### src/rtl/tilt_direction_gen.sv
// Tilt-to-direction generator: averages accelerometer samples in blocks and emits rate-paced move strobes.
// Optional TILT_HYSTERESIS_EN adds exit hysteresis to the per-axis level classification.
module tilt_direction_gen #(
    parameter int CLK_FREQUENCY_HZ       = 100000000,
    parameter int SIMULATE               = 0,
    parameter int SIMULATE_FREQUENCY_CNT = 5,
    parameter int AVG_LOG2               = 2,
    parameter int DEADZONE               = 100,
    parameter int FAST_THRESH            = 600,
    parameter int HYST                   = 32
) (
    input  logic               clk,
    input  logic               reset,
    input  logic signed [11:0] accel_x,
    input  logic signed [11:0] accel_y,
    input  logic               accel_valid,
    output logic               accel_ready,
    output logic               x_increment,
    output logic               x_decriment,
    output logic               y_increment,
    output logic               y_decriment,
    output logic [1:0]         speed,
    output logic               state_dbg
);
    // Handshake: a sample transfers on a rising edge where accel_valid && accel_ready;
    // the producer holds accel_x/accel_y stable while accel_ready is low.

    typedef enum logic {S_ACCUM = 1'b0, S_EVAL = 1'b1} state_t;

    localparam int N_SAMPLES = 1 << AVG_LOG2;
    localparam int ACC_W     = 12 + AVG_LOG2;
    localparam int CNT_SW    = AVG_LOG2 + 1;
    localparam int SLOW_TOP  = (SIMULATE != 0) ? 2 * SIMULATE_FREQUENCY_CNT - 1 : CLK_FREQUENCY_HZ / 5 - 1;
    localparam int FAST_TOP  = (SIMULATE != 0) ? SIMULATE_FREQUENCY_CNT - 1 : CLK_FREQUENCY_HZ / 10 - 1;
    localparam int RATE_W    = (SLOW_TOP > 1) ? $clog2(SLOW_TOP + 1) : 1;

    state_t                    state, state_nx;
    logic                      armed;
    logic signed [ACC_W-1:0]   acc_x, acc_y;
    logic [CNT_SW-1:0]         sample_cnt;
    logic [1:0]                lvl_x, lvl_y, lvl_x_nx, lvl_y_nx, speed_nx;
    logic                      neg_x, neg_y;
    logic signed [11:0]        avg_x, avg_y;
    logic [11:0]               mag_x, mag_y;
    logic [RATE_W-1:0]         rate_cnt, rate_top;
    logic                      accept, last_sample, tick;

    function automatic logic [1:0] entry_level(input logic [11:0] mag);
        int m;
        m = int'(mag);
        if (m >= FAST_THRESH)   return 2'd2;
        else if (m >= DEADZONE) return 2'd1;
        else                    return 2'd0;
    endfunction

`ifdef TILT_HYSTERESIS_EN
    // Exits use lowered thresholds; entries use the normal ones.
    function automatic logic [1:0] hyst_level(input logic [11:0] mag, input logic [1:0] prev);
        int m;
        m = int'(mag);
        case (prev)
            2'd2: begin
                if (m < DEADZONE - HYST)         return 2'd0;
                else if (m < FAST_THRESH - HYST) return 2'd1;
                else                             return 2'd2;
            end
            2'd1: begin
                if (m >= FAST_THRESH)            return 2'd2;
                else if (m < DEADZONE - HYST)    return 2'd0;
                else                             return 2'd1;
            end
            default: return entry_level(mag);
        endcase
    endfunction
`endif

    assign accept      = accel_valid && accel_ready;
    assign last_sample = (sample_cnt == CNT_SW'(N_SAMPLES - 1));
    assign state_dbg   = (state == S_EVAL);

    assign avg_x = 12'(acc_x >>> AVG_LOG2);
    assign avg_y = 12'(acc_y >>> AVG_LOG2);
    // -2048 negates to 12'h800, which reads as 2048 unsigned.
    assign mag_x = avg_x[11] ? 12'(-avg_x) : 12'(avg_x);
    assign mag_y = avg_y[11] ? 12'(-avg_y) : 12'(avg_y);

    always_comb begin
`ifdef TILT_HYSTERESIS_EN
        lvl_x_nx = hyst_level(mag_x, lvl_x);
        lvl_y_nx = hyst_level(mag_y, lvl_y);
`else
        lvl_x_nx = entry_level(mag_x);
        lvl_y_nx = entry_level(mag_y);
`endif
        speed_nx = (lvl_x_nx > lvl_y_nx) ? lvl_x_nx : lvl_y_nx;
    end

    always_comb begin
        state_nx    = state;
        accel_ready = 1'b0;
        case (state)
            S_ACCUM: begin
                accel_ready = armed;
                if (armed && accel_valid && last_sample) state_nx = S_EVAL;
            end
            S_EVAL:  state_nx = S_ACCUM;
            default: state_nx = S_ACCUM;
        endcase
    end

    always_ff @(posedge clk or posedge reset) begin
        if (reset) begin
            state      <= S_ACCUM;
            armed      <= 1'b0;
            acc_x      <= '0;
            acc_y      <= '0;
            sample_cnt <= '0;
            lvl_x      <= 2'd0;
            lvl_y      <= 2'd0;
            neg_x      <= 1'b0;
            neg_y      <= 1'b0;
            speed      <= 2'd0;
        end else begin
            state <= state_nx;
            armed <= 1'b1;
            if (state == S_EVAL) begin
                lvl_x      <= lvl_x_nx;
                lvl_y      <= lvl_y_nx;
                neg_x      <= (lvl_x_nx != 2'd0) && avg_x[11];
                neg_y      <= (lvl_y_nx != 2'd0) && avg_y[11];
                speed      <= speed_nx;
                acc_x      <= '0;
                acc_y      <= '0;
                sample_cnt <= '0;
            end else if (accept) begin
                acc_x      <= acc_x + ACC_W'(accel_x);
                acc_y      <= acc_y + ACC_W'(accel_y);
                sample_cnt <= sample_cnt + CNT_SW'(1);
            end
        end
    end

    assign rate_top = (speed == 2'd2) ? RATE_W'(FAST_TOP) : RATE_W'(SLOW_TOP);
    assign tick     = (speed != 2'd0) && (rate_cnt == rate_top);

    // Restarting on a speed change keeps the first strobe a full period after the change.
    always_ff @(posedge clk or posedge reset) begin
        if (reset)                                       rate_cnt <= '0;
        else if ((state == S_EVAL) && (speed_nx != speed)) rate_cnt <= '0;
        else if (speed == 2'd0)                          rate_cnt <= '0;
        else if (rate_cnt == rate_top)                   rate_cnt <= '0;
        else                                             rate_cnt <= rate_cnt + RATE_W'(1);
    end

    assign x_increment = tick && (lvl_x != 2'd0) && !neg_x;
    assign x_decriment = tick && (lvl_x != 2'd0) &&  neg_x;
    assign y_increment = tick && (lvl_y != 2'd0) && !neg_y;
    assign y_decriment = tick && (lvl_y != 2'd0) &&  neg_y;

endmodule

### config.mk
export PLATFORM = sky130hd
export DESIGN_NAME = tilt_direction_gen
export DESIGN_NICKNAME = d
export VERILOG_FILES = /design/src/rtl/tilt_direction_gen.sv
export SDC_FILE = /design/constraint.sdc
export NUM_CORES = 1
export LEC_CHECK = 0
export ABC_AREA = 1
export BUFFER_PORTS_ARGS = -buffer_cell sky130_fd_sc_hd__buf_2
export CAP_MARGIN = 20
export CORE_ASPECT_RATIO = 1.2
export CORE_UTILIZATION = 45
export DETAILED_ROUTE_END_ITERATION = 6
export SYNTH_ARGS = -nofsm -noshare
export SYNTH_HDL_FRONTEND = slang
export SYNTH_SLANG_ARGS = --single-unit
### constraint.sdc
create_clock -name clk -period 5.1 [get_ports clk]
set_input_delay 1.02 -clock clk [delete_from_list [all_inputs] [get_ports clk]]
set_output_delay 1.02 -clock clk [all_outputs]
set_load 0.03 [all_outputs]
==> summary.txt <==
Timing
  – Endpoints failing hold: 0
  – Setup repair after global routing missed its margin: no
  – Max Clock Skew: 0.00552 ns
  – Final setup violation count: 0
  – Worst Tran Pin Value: 1.05 ns
  – Hold Slack: 0.482 ns
  – Fmax: 0.304 GHz
  – Min Tclk post-route: 3.29 ns
  – Setup tns final: 0 ns
  – Fin crit share: 0.645
  – Slew headroom: 0.299
  – Slew Limit Fails: 0

Worst setup path
  – Worst R2R End: rate_cnt[1]
  – Worst r2r path cells: 15
  – R2R setup slack: 2.00 ns
  – Crit. Startpoint: speed[0]
  – Crit Path Max Fanout: 4
  – Startpoint types: register
  – Crit end category: output port
  – WS Path Type: reg -> out
  – Worst setup endpoint: x_increment
  – RR Startpoint: acc_y[13]
  – WP data required: 4.08 ns
  – CP arrival: 2.27 ns

Cells and area
  – Fin nets: 788
  – Area Growth Syn to Fin: 11.5%
  – Commonest non-fill, non-tap cells in the layout: nand2_1, inv_1, o21ai_0, nand3_1, dfrtp_1
  – Layout cell share with drive strength beyond 1: 0.144
  – Commonest non-fill, non-tap cell in the layout: nand2_1
  – Ant diodes: 0

Placement
  – IO buf count: 34
  – GP Congestion: 0.886
  – DP HPWL: 8700 µm

Synthesis
  – Top cell type's share of synthesized area: 0.330
  – Top FF cell, synth: dfrtp_1
  – Post-synth ARST share: 1.00
  – Mapped Avg Cell Area: 7.21 µm²
  – Top cells by area, synth: dfrtp_1, nand2_1, ha_1, o21ai_0, nand3_1
  – Syn. warnings: 0
  – Cell Area, Synth: 5010 µm²
  – Compound-Gate Fraction of Synth Area: 0.187
  – Synth Area in Simple Gates: 0.299
  – EDFF count, synth: 0
  – Syn_nets: 756
  – Largest area contributor in the netlist: dfrtp_1
  – Fraction of synthesized area in multiplexers: 0
  – #FFs+latches synth: 66
  – Largest family of logic cells by synthesized area: simple AND/OR/NAND/NOR gates
  – Post-Synth XOR/XNOR Area: 0.0122
  – Sequential area share after synthesis: 0.330
  – Distinct cells, synth: 46
  – Mapped Cells: 695
  – Adder-Cell Fraction of Synth Area: 0.0879

Die
  – FP Rows: 41
  – Die area: 11600 µm²
  – Die height: 118 µm
  – Die width: 98.3 µm
  – Core box area: 10700 µm²
  – Starting Density: 0.470
  – Number of I/O pins: 35

Clock tree
  – Root buf cell: clkbuf_16
  – H-tree levels: 3
  – Worst skew pair latency: 0.33 ns
  – Post-CTS Setup Bufs: 0
  – Total CTS buffers: 9
  – # hold bufs at CTS: 0
  – Clk slew on worst S/H paths: 0.05 ns
  – CTS tree: built
  – Clock Path Buffers: 2
  – Clock sinks: 66
  – Post-CTS Resized: 0

Global route
  – Vias in the first global route: 4436
  – Global-route wire length before repair: 20200 µm
  – Antenna violations before repair: 0
  – GRT overflow: 0
  – Gr usage total: 0.216
  – Pin count of the biggest net entering global routing: 50

Run status
  – Failing checks: design-rule violations
  – Status: finished with violations

Job
  – Max-cap violations: 0

Pwr
  – Peak VDD IR: 0.361 mV
  – Leak: 2.74 nW
  – PD cells: 606 nW/µm²

Route
  – DRT iter0 DRCs: 164
  – DR vias/cell: 5.46
  – DRC: 1
  – Routed WL: 11600 µm
  – Via Count: 4692
  – 1st-pass router iterations: 7
  – Post-route ant nets: 0
  – Routed len/inst: 13.5 µm

Min path
  – Worst Hold Class: reg -> reg
-- cell type report --
type	count	area, µm²
inverters	89	334
clock buffers	14	284
clock inverters	1	7.51
repair buffers	37	205
fillers	1060	5080
well taps	129	161
flip-flops and latches	66	1650
multi-input cells	524	2940
-- how the worst min path moves through the flow --
stage / from / end / slack, ns / cells past startpoint
after floorplan: lvl_x[0] / lvl_x[0] / 0.45 / 2
after global placement: lvl_y[1] / lvl_y[1] / 0.47 / 2
after detailed placement: lvl_x[0] / lvl_x[0] / 0.47 / 2
after CTS: lvl_x[0] / lvl_x[0] / 0.48 / 2
after global routing: lvl_x[1] / lvl_x[1] / 0.51 / 2
final: lvl_x[0] / lvl_x[0] / 0.48 / 2
-- critical path: stages, from the launching register on --
cell and delay (ns):
dfrtp_1 0.39, inv_1 0.09, nand2_1 0.15, nand3_1 0.10, o41ai_1 0.32, nand4_1 0.19, nor2_1 0.18, o21ai_0 0.14
nor2_1 0.16, buf_2 0.22
-- through the flow --
stage	setup WS, ns	cells	utilization	instance area [µm²]	total power, mW
floorplan	2.24	695	-	5010	2.45
global placement	1.99	844	0.494	5270	2.76
detailed placement	1.89	844	0.494	5270	2.79
CTS	1.79	859	0.522	5570	3.41
global route	1.57	860	0.523	5590	3.73
finish	1.81	860	0.523	5590	3.38
-- logic make-up after synthesis --
family          Yosys count
fa+ha+maj                34
simple gates            322
other cells               1
buf+inv                 105
xor+xnor                  7
flops                    66
compound gates          160
-- flip-flops by register name (all words and copies together) (netlist names), 2 cells and up --
| signal | flops |
|---|---|
| acc_y | 14 |
| acc_x | 14 |
| lvl_x | 2 |
| speed | 2 |
| sample_cnt | 3 |
| rate_cnt | 25 |
| lvl_y | 2 |
-- power breakdown --
group / leakage (nW) / total [mW] / switching (mW) / internal, mW
Combinational: 1.74 / 1.92 / 1.26 / 0.660
Sequential: 0.859 / 0.865 / 0.190 / 0.676
Clock: 0.141 / 0.602 / 0.223 / 0.380
-- layer usage --
layer	GRT usage	vias to the layer above	share of wire
met1	0.261	2186	0.44
met2	0.382	78	0.51
met3	0.0255	16	0.025
li1	-	2412	-
met5	0	-	0
met4	0.0951	0	0.020
-- cells in the mapped netlist, types with 2 or more instances --
| library cell | count |
|---|---|
| nor3_1 | 6 |
| nor3b_1 | 2 |
| fa_1 | 2 |
| nand3_2 | 7 |
| nand3_1 | 66 |
| or2_2 | 2 |
| a211oi_1 | 2 |
| ha_1 | 32 |
| a31o_2 | 2 |
| o21ai_0 | 67 |
| xor2_1 | 5 |
| clkbuf_1 | 11 |
| xnor2_1 | 2 |
| buf_6 | 2 |
| o221ai_1 | 2 |
| nor2_4 | 4 |
| nand4_1 | 14 |
| or2_1 | 2 |
| o22ai_1 | 9 |
| nand2_1 | 145 |
| nand2_2 | 8 |
| a21oi_1 | 47 |
| buf_4 | 2 |
| inv_1 | 87 |
| nand3b_1 | 3 |
| nor2_2 | 7 |
| nor4_1 | 2 |
| dfrtp_1 | 66 |
| o41ai_1 | 2 |
| nor2_1 | 52 |
| a21oi_2 | 20 |
No activity file was read; power rests on OpenSTA's default activity.
